===== config.mk =====
export PLATFORM = sky130hd
export DESIGN_NAME = div_issue_ctrl
export DESIGN_NICKNAME = d
export VERILOG_FILES = /design/src/rtl/div_issue_ctrl.sv
export SDC_FILE = /design/constraint.sdc
export NUM_CORES = 1
export LEC_CHECK = 0
export ABC_AREA = 0
export ABC_CLOCK_PERIOD_IN_PS = 9900
export BUFFER_PORTS_ARGS = -buffer_cell sky130_fd_sc_hd__buf_4
export CORE_MARGIN = 5
export CORE_UTILIZATION = 52
export DETAILED_ROUTE_END_ITERATION = 10
export PLACE_DENSITY = 0.87
export SKIP_LAST_GASP = 1
export SLEW_MARGIN = 5
export SYNTH_ARGS = -nofsm -noshare
export SYNTH_HDL_FRONTEND = slang
export SYNTH_SLANG_ARGS = --single-unit

===== constraint.sdc =====
create_clock -name clk -period 9.9 [get_ports clk]
set_clock_uncertainty 0.1 [all_clocks]
set_input_delay 0.495 -clock clk [delete_from_list [all_inputs] [get_ports clk]]
set_output_delay 0.495 -clock clk [all_outputs]
set_load 0.1 [all_outputs]

===== src/rtl/div_issue_ctrl.sv =====
// div_issue_ctrl: sequences RV32M DIV/DIVU/REM/REMU between EX and an iterative
// divider core. Divide-by-zero and signed overflow are resolved locally. All
// other ops launch the core, which is guarded by a watchdog. The selected
// result is returned with its destination tag.
//
// Optional feature: define DIV_RESULT_CACHE_EN to keep the last core result so
// that a matching DIV/REM pair (same operands and signedness) skips the core.
//
// Ports:
//   clk, rst                       clock, async active-high reset
//   in_valid/in_ready              op handshake (ready only in IDLE)
//   in_op, in_rs1, in_rs2, in_rd   funct3[1:0], dividend, divisor, dest tag
//   flush                          abort in-flight op, drop its result
//   div_start, div_kill            one-cycle launch / abort pulses to the core
//   div_dividend, div_divisor      core operands, held while BUSY
//   div_is_unsign                  1 for DIVU/REMU
//   div_done, div_quotient,
//   div_remainder                  core completion pulse and results
//   out_valid/out_ready            result handshake
//   out_data, out_rd, out_err      result, dest tag, watchdog-timeout flag
module div_issue_ctrl #(
   parameter int unsigned XLEN        = 32,
   parameter int unsigned DIV_TIMEOUT = 64
) (
   input  logic            clk,
   input  logic            rst,
   input  logic            in_valid,
   output logic            in_ready,
   input  logic [1:0]      in_op,
   input  logic [XLEN-1:0] in_rs1,
   input  logic [XLEN-1:0] in_rs2,
   input  logic [4:0]      in_rd,
   input  logic            flush,
   output logic            div_start,
   output logic [XLEN-1:0] div_dividend,
   output logic [XLEN-1:0] div_divisor,
   output logic            div_is_unsign,
   input  logic            div_done,
   input  logic [XLEN-1:0] div_quotient,
   input  logic [XLEN-1:0] div_remainder,
   output logic            div_kill,
   output logic            out_valid,
   input  logic            out_ready,
   output logic [XLEN-1:0] out_data,
   output logic [4:0]      out_rd,
   output logic            out_err
);

   localparam int unsigned CNT_W = $clog2(DIV_TIMEOUT + 1);
   localparam logic [XLEN-1:0] INT_MIN = {1'b1, {(XLEN-1){1'b0}}};

   typedef enum logic [1:0] {
      S_IDLE = 2'd0,
      S_BUSY = 2'd1,
      S_DONE = 2'd2
   } state_e;

   state_e            state_q, state_d;
   logic              in_ready_q, in_ready_d;
   logic              div_start_q, div_start_d;
   logic              div_kill_q, div_kill_d;
   logic [XLEN-1:0]   div_dividend_q, div_dividend_d;
   logic [XLEN-1:0]   div_divisor_q, div_divisor_d;
   logic              div_is_unsign_q, div_is_unsign_d;
   logic              out_valid_q, out_valid_d;
   logic [XLEN-1:0]   out_data_q, out_data_d;
   logic [4:0]        out_rd_q, out_rd_d;
   logic              out_err_q, out_err_d;
   logic              rem_sel_q, rem_sel_d;
   logic [CNT_W-1:0]  cnt_q, cnt_d;

   logic              accept_c;
   logic              div_zero_c;
   logic              ovf_c;
   logic              cache_hit_c;
   logic [XLEN-1:0]   cache_data_c;
   logic              local_c;
   logic [XLEN-1:0]   local_data_c;
   logic              timeout_c;

   // Flush in IDLE blocks acceptance for that cycle.
   assign accept_c   = (state_q == S_IDLE) && in_valid && !flush;
   assign div_zero_c = (in_rs2 == '0);
   assign ovf_c      = !in_op[0] && (in_rs1 == INT_MIN) && (in_rs2 == '1);
   assign local_c    = div_zero_c || ovf_c || cache_hit_c;
   assign timeout_c  = (cnt_q == CNT_W'(DIV_TIMEOUT));

   // Result for ops that never reach the core; op[1] selects remainder.
   always_comb begin
      local_data_c = cache_data_c;
      if (div_zero_c) begin
         local_data_c = in_op[1] ? in_rs1 : '1;
      end else if (ovf_c) begin
         local_data_c = in_op[1] ? '0 : INT_MIN;
      end
   end

`ifdef DIV_RESULT_CACHE_EN
   logic            launch_c, capture_c, tmo_c;
   logic            cache_vld_q, cache_vld_d;
   logic            cache_uns_q, cache_uns_d;
   logic [XLEN-1:0] cache_rs1_q, cache_rs1_d;
   logic [XLEN-1:0] cache_rs2_q, cache_rs2_d;
   logic [XLEN-1:0] cache_quo_q, cache_quo_d;
   logic [XLEN-1:0] cache_rem_q, cache_rem_d;

   assign launch_c  = accept_c && !local_c;
   assign capture_c = (state_q == S_BUSY) && !flush && div_done;
   assign tmo_c     = (state_q == S_BUSY) && !flush && !div_done && timeout_c;

   assign cache_hit_c  = cache_vld_q && (in_rs1 == cache_rs1_q) &&
                         (in_rs2 == cache_rs2_q) && (in_op[0] == cache_uns_q);
   assign cache_data_c = in_op[1] ? cache_rem_q : cache_quo_q;

   // Keep the last core result; invalidate on launch or watchdog abort.
   always_comb begin
      cache_vld_d = cache_vld_q;
      cache_uns_d = cache_uns_q;
      cache_rs1_d = cache_rs1_q;
      cache_rs2_d = cache_rs2_q;
      cache_quo_d = cache_quo_q;
      cache_rem_d = cache_rem_q;
      if (launch_c || tmo_c) begin
         cache_vld_d = 1'b0;
      end else if (capture_c) begin
         cache_vld_d = 1'b1;
         cache_uns_d = div_is_unsign_q;
         cache_rs1_d = div_dividend_q;
         cache_rs2_d = div_divisor_q;
         cache_quo_d = div_quotient;
         cache_rem_d = div_remainder;
      end
   end

   always_ff @(posedge clk or posedge rst) begin
      if (rst) begin
         cache_vld_q <= 1'b0;
         cache_uns_q <= 1'b0;
         cache_rs1_q <= '0;
         cache_rs2_q <= '0;
         cache_quo_q <= '0;
         cache_rem_q <= '0;
      end else begin
         cache_vld_q <= cache_vld_d;
         cache_uns_q <= cache_uns_d;
         cache_rs1_q <= cache_rs1_d;
         cache_rs2_q <= cache_rs2_d;
         cache_quo_q <= cache_quo_d;
         cache_rem_q <= cache_rem_d;
      end
   end
`else
   assign cache_hit_c  = 1'b0;
   assign cache_data_c = '0;
`endif

   // State register.
   always_ff @(posedge clk or posedge rst) begin
      if (rst) begin
         state_q <= S_IDLE;
      end else begin
         state_q <= state_d;
      end
   end

   // Next state; flush outranks div_done, timeout and out_ready.
   always_comb begin
      state_d = state_q;
      case (state_q)
         S_IDLE: begin
            if (accept_c) begin
               state_d = local_c ? S_DONE : S_BUSY;
            end
         end
         S_BUSY: begin
            if (flush) begin
               state_d = S_IDLE;
            end else if (div_done || timeout_c) begin
               state_d = S_DONE;
            end
         end
         S_DONE: begin
            if (flush || out_ready) begin
               state_d = S_IDLE;
            end
         end
         default: state_d = S_IDLE;
      endcase
   end

   // Registered outputs and datapath.
   always_comb begin
      in_ready_d      = (state_d == S_IDLE);
      div_start_d     = 1'b0;
      div_kill_d      = 1'b0;
      div_dividend_d  = div_dividend_q;
      div_divisor_d   = div_divisor_q;
      div_is_unsign_d = div_is_unsign_q;
      out_valid_d     = out_valid_q;
      out_data_d      = out_data_q;
      out_rd_d        = out_rd_q;
      out_err_d       = out_err_q;
      rem_sel_d       = rem_sel_q;
      cnt_d           = cnt_q;
      case (state_q)
         S_IDLE: begin
            if (accept_c) begin
               rem_sel_d = in_op[1];
               out_rd_d  = in_rd;
               out_err_d = 1'b0;
               if (local_c) begin
                  out_valid_d = 1'b1;
                  out_data_d  = local_data_c;
               end else begin
                  div_start_d     = 1'b1;
                  div_dividend_d  = in_rs1;
                  div_divisor_d   = in_rs2;
                  div_is_unsign_d = in_op[0];
                  cnt_d           = '0;
               end
            end
         end
         S_BUSY: begin
            // Counter reads 0 in the div_start cycle.
            cnt_d = cnt_q + CNT_W'(1);
            if (flush) begin
               div_kill_d = 1'b1;
            end else if (div_done) begin
               out_valid_d = 1'b1;
               out_data_d  = rem_sel_q ? div_remainder : div_quotient;
            end else if (timeout_c) begin
               div_kill_d  = 1'b1;
               out_valid_d = 1'b1;
               out_err_d   = 1'b1;
               out_data_d  = '0;
            end
         end
         S_DONE: begin
            if (flush || out_ready) begin
               out_valid_d = 1'b0;
               out_err_d   = 1'b0;
            end
         end
         default: ;
      endcase
   end

   always_ff @(posedge clk or posedge rst) begin
      if (rst) begin
         in_ready_q      <= 1'b1;
         div_start_q     <= 1'b0;
         div_kill_q      <= 1'b0;
         div_dividend_q  <= '0;
         div_divisor_q   <= '0;
         div_is_unsign_q <= 1'b0;
         out_valid_q     <= 1'b0;
         out_data_q      <= '0;
         out_rd_q        <= '0;
         out_err_q       <= 1'b0;
         rem_sel_q       <= 1'b0;
         cnt_q           <= '0;
      end else begin
         in_ready_q      <= in_ready_d;
         div_start_q     <= div_start_d;
         div_kill_q      <= div_kill_d;
         div_dividend_q  <= div_dividend_d;
         div_divisor_q   <= div_divisor_d;
         div_is_unsign_q <= div_is_unsign_d;
         out_valid_q     <= out_valid_d;
         out_data_q      <= out_data_d;
         out_rd_q        <= out_rd_d;
         out_err_q       <= out_err_d;
         rem_sel_q       <= rem_sel_d;
         cnt_q           <= cnt_d;
      end
   end

   assign in_ready      = in_ready_q;
   assign div_start     = div_start_q;
   assign div_kill      = div_kill_q;
   assign div_dividend  = div_dividend_q;
   assign div_divisor   = div_divisor_q;
   assign div_is_unsign = div_is_unsign_q;
   assign out_valid     = out_valid_q;
   assign out_data      = out_data_q;
   assign out_rd        = out_rd_q;
   assign out_err       = out_err_q;

endmodule

# After elaboration in Yosys (flattened, before gate mapping)
# Cells that the tools add are included.
# op_classes
n_addsub	1
eq_ne	13
mux	38
bitwise	1
reduce_logical	20
# ops
operator	count
32-bit two-way mux	10
32-bit equality test (second input constant)	2
32-bit one-hot mux with 2 select lines	1
32-bit logical NOT	1
1-bit two-way mux	16
7-bit two-way mux	2
2-bit != test (second input constant)	7
7-bit one-hot mux with 2 select lines	1
6-bit AND reduction	2
2-bit two-way mux	5
7-bit by 1-bit adder with 7-bit output (second input constant)	1
7-bit equality test (second input constant)	1
1-bit one-hot mux with 3 select lines	2
2-bit one-hot mux with 3 select lines	1
3-bit AND reduction	2
5-bit AND reduction	1
1-bit logical AND	4
2-bit logical NOT	2
1-bit logical OR	3
3-bit != test (second input constant)	1
3-bit nonzero test	1
2-bit by 1-bit equality test with 1-bit output (second input constant)	1
2-bit equality test (second input constant)	1
1-bit logical NOT	2
other kinds (3)	3
# word_totals
ff_bits	117
inputBits	141
output_inout_bits	107
word_cells	86

# Logic depth before layout (Yosys ltp)
# depth
depth_word	8
ltp_mapped	7

# Least setup slack after synthesis
# OpenSTA, ideal clock, no wires.
# synth_path
path_type	input port to flip-flop
from	input port in_rs1[0]
to	register div_dividend_q[0] (netlist: div_dividend[0])
setup_ns	0.126
arrival_time_ns	2.238
required_time_ns	9.674
path_slack_ns	7.435
stages	7
n_path_buf	2
cell_sequence	or4_1 -> nor4_1 -> and4b_4 -> a211oi_4 -> buf_8 -> buf_12 -> mux2_4
# synth_via
elab_chain_len	6
# synth_lines
element	line_no	text
from (decl)	30	input logic [XLEN-1:0] in_rs1,
32-bit equality test	84	assign ovf_c = !in_op[0] && (in_rs1 == INT_MIN) && (in_rs2 == '1);
1-bit logical AND (2 in series)	84	
1-bit logical OR	85	assign local_c = div_zero_c || ovf_c || cache_hit_c;
1-bit inverter (no source line)	n/a	
3-bit AND reduction (no source line)	n/a	
to (signal assigned)	266	div_dividend_q <= div_dividend_d;
to (decl)	62	logic [XLEN-1:0] div_dividend_q, div_dividend_d;
# Several ways; a longest one is shown, not always the timed one.
# A chain may end at the register's enable or synchronous reset.

# Final worst setup path
# layout_path
from	register state_q[0]
to	register out_data_q[16] (netlist: out_data[16])
# layout_via
elab_chain_len	5
elab_cells_between_ends	11
cone_classes	eq/ne: 5; mux: 1; reduce/logical: 5
# layout_lines
element	line_no	text
from (decl)	58	state_e state_q, state_d;
from (signal assigned)	162	state_q <= state_d;
2-bit logical NOT	82, 205	
1-bit logical AND (2 in series)	82	assign accept_c = (state_q == S_IDLE) && in_valid && !flush;
2-bit != test (no source line)	n/a	
5-bit AND reduction (no source line)	n/a	
to (signal assigned)	270	out_data_q <= out_data_d;
to (decl)	66	logic [XLEN-1:0] out_data_q, out_data_d;
# Several ways; a longest one is shown, not always the timed one.

==> flow_summary.ini <==
[yosys]
yosysSeqAreaShare = 0.5009
gate_count_after_technology_mapping = 462
number_of_synthesized_register_bits = 117
synthFlopType = sky130_fd_sc_hd__dfrtp_1
synth-async-reset-ratio = 1.000
syn_nets = 605
post-synth-top-area-cell = sky130_fd_sc_hd__dfrtp_1
yosysWarningCount = 0
synthesis.area_um2 = 5848
synth_edf_count = 0
synthMostInstantiatedCell = sky130_fd_sc_hd__dfrtp_1
yosys-top-cells-area = sky130_fd_sc_hd__dfrtp_1 50%, sky130_fd_sc_hd__mux2_4 13%, sky130_fd_sc_hd__mux2_2 8.9%
synthDominantCellAreaShare = 0.4964
synth_cell_types = 43
avgSynthCellArea_um2 = 12.66
ranking_of_synthesized_cells_by_instance_count = 116 x sky130_fd_sc_hd__dfrtp_1, 51 x sky130_fd_sc_hd__mux2_4, 46 x sky130_fd_sc_hd__mux2_2, 38 x sky130_fd_sc_hd__nor2_1

[run_status]
status = completed

[placed_design]
hpwl_detailed_um = 13300
detailedPlace.worstSlack_ns = 6.724
placer_s_final_routability_congestion_estimate = 0.9259
number_of_buffers_inserted_by_port_buffering = 247
placement.cell_area_um2 = 7669

[critical_path]
end_of_the_worst_register_to_register_path = out_data[16]$_DFFE_PP0P_
worstPathMaxFanout = 32
crit_path_start_kind = register
timing_worst_setup_path_type = register to register
timing.rr.start = state_q[0]$_DFF_PP0_
crit_start = state_q[0]$_DFF_PP0_
crit_path_end_kind = register
worst_ep_arrival_time_ns = 3.24
worstRegToRegCells = 4
critPathRequiredTime_ns = 10.14
reg2reg_setup_slack_ns = 6.90

[layout]
final_core_util = 0.7621
share_of_final_layout_standard_cells_stronger_than_drive_strength_1 = 0.5349
fillers = 716
nets = 846
syn2layout_area_growth_pct = 42.51
antenna_cells_inserted = 0
stdcell_area_um2 = 8334

[grt]
grt_pass1_vias = 5200
initial_antenna_violation_count = 1
grt_start_max_net_pins = 62
global_route.overflow_total = 0
global_route_wire_length_before_repair_um = 27430
gr-usage-all-layers = 0.2677

[routing]
finalWirelength_um = 18450
num_vias = 4948
drt_first_pass_iters = 5
route.detailed.drc = 0
avgRoutedWirePerCell_um = 21.55
postRouteAntennaNets = 0
detailed_route_iter0_violations = 340
post_drt_via_cell_ratio = 5.780

[sta]
slew_at_the_pin_with_the_worst_max_slew_slack_ns = 1.236
whs_ns = 0.1021
fin_setup_tns_ns = 0
setup_viol = 0
final_hold_viol_count = 0
finalCriticalPeriod_ns = 3.000
post-route-worst-setup-slack_ns = 6.900
slew_violations = 0
post-route-period-util = 0.3030
max_slew_margin = 0.1739
rsz0062_at_grt = false
max_freq_ghz = 0.3333

[power_and_ir_drop]
power_share_of_the_combinational_group = 0.442
power.switching_fraction = 0.4460
seq_power_share = 0.270
power.internal_mw = 1.328
p_switching_mw = 1.069
power_density_nw_per_um2 = 287.6
power.share.clock = 0.288
max-vdd-ir-drop_v = 0.0001822
p_leak_nw = 4.093

[clocking]
cts.htree.levels = 4
post_cts.resized_instances = 0
clk_path_buf_depth = 2
clock_latency_ns = 0.40
tritoncts_clock_tree = built
post_cts_setup_buffers = 0
numCtsBuffers = 17
clk_pin_slew_ns = 0.06
ctsHoldBuffers = 0
cts-root-buf = sky130_fd_sc_hd__clkbuf_16
cts.sink_count = 117

[die]
core.rowCount = 38
io-pin-count = 248
initial_core_utilization = 0.5348
die_h_um = 116.1
die_width_um = 116.1
core_area_um2 = 10940
dieArea_um2 = 13470

[run]
drv_cap = 0

[hold_path]
min_path_type = input port to async pin
## cell type report
type | instances | area (um^2) | share of cell area
Inverter | 5 | 21.27 | 0.002552
Clock inverter | 9 | 197.7 | 0.02372
Sequential cell | 117 | 2930 | 0.3516
Clock buffer | 23 | 467.9 | 0.05615
Multi-Input combinational cell | 312 | 2665 | 0.3198
Timing Repair Buffer | 250 | 1877 | 0.2252
Tap cell | 140 | 175.2 | 0.02102
## worst max-delay path by stage
stage | endpoint
final | out_data[16]$_DFFE_PP0P_
after global placement | out_data[24]$_DFFE_PP0P_
after global routing | out_data[18]$_DFFE_PP0P_
after detailed placement | out_data[23]$_DFFE_PP0P_
after floorplan | cnt_q[0]$_DFFE_PP0P_
after CTS | out_data[16]$_DFFE_PP0P_
## per-layer routing
layer / up-vias / part of all wire / GRT usage
met2: 270 / 0.52 / 0.4760
met3: 45 / 0.086 / 0.06684
li1: 2176 / - / -
met1: 2455 / 0.36 / 0.3054
met4: 2 / 0.029 / 0.1152
met5: - / 0.00070 / 0
## worst max-delay path, cell delays in order, from the launching register on
cell and delay [ns]:
sky130_fd_sc_hd__dfrtp_1 0.43, sky130_fd_sc_hd__nor2b_1 0.74, sky130_fd_sc_hd__nand2_1 0.96, sky130_fd_sc_hd__o22ai_1 0.48, sky130_fd_sc_hd__mux2_2 0.20
## power groups by stage
| stage | sequential [mW] | clock, mW | combinational [mW] |
|---|---|---|---|
| floorplan | 1.25 | 0 | 0.205 |
| global placement | 0.643 | 0 | 1.05 |
| detailed placement | 0.650 | 0 | 1.06 |
| CTS | 0.646 | 0.698 | 1.06 |
| global route | 0.657 | 0.723 | 1.09 |
| finish | 0.647 | 0.691 | 1.06 |
## kinds of logic (layout without fill, tap and decap cells)
kind of cell / after synthesis / count (layout) / share of synthesized area
flip-flops: 117 / 117 / 0.5009
adder cells (fa/ha/maj): 2 / 2 / 0.004278
AND/OR/NAND/NOR: 123 / 123 / 0.1078
AO/OA/AOI/OAI: 57 / 57 / 0.06761
buffers and inverters: 33 / 287 / 0.04343
multiplexers: 130 / 130 / 0.2760
## registers in the layout, indices dropped and copies added (netlist names), 2 cells and up
signal and cells:
out_data 32, cnt_q 7, state_q 2, div_dividend 32, out_rd 5, div_divisor 32
## through the flow
step | power (mW) | instances
after CTS | 2.408 | 856
after global placement | 1.692 | 824
after floorplan | 1.458 | 462
after global routing | 2.469 | 856
after detailed placement | 1.710 | 824
final | 2.397 | 856
## layout by cell type (no fill, tap or decap), types with 6 or more instances in the layout
| cell type | netlist | layout |
|---|---|---|
| sky130_fd_sc_hd__mux2i_1 | 33 | 33 |
| sky130_fd_sc_hd__mux2_4 | 51 | 51 |
| sky130_fd_sc_hd__nand3_1 | 6 | 6 |
| sky130_fd_sc_hd__nor4_1 | 14 | 14 |
| sky130_fd_sc_hd__mux2_2 | 46 | 46 |
| sky130_fd_sc_hd__bufinv_16 | 0 | 6 |
| sky130_fd_sc_hd__nand4_1 | 7 | 7 |
| sky130_fd_sc_hd__nand2_1 | 31 | 31 |
| sky130_fd_sc_hd__o21ai_0 | 7 | 7 |
| sky130_fd_sc_hd__nand2b_1 | 6 | 6 |
| sky130_fd_sc_hd__nor2_1 | 38 | 38 |
| sky130_fd_sc_hd__buf_4 | 0 | 250 |
| sky130_fd_sc_hd__clkbuf_16 | 0 | 17 |
| sky130_fd_sc_hd__o22ai_1 | 33 | 33 |
| sky130_fd_sc_hd__dfrtp_1 | 116 | 115 |
Power figures use the tool's default switching activity.
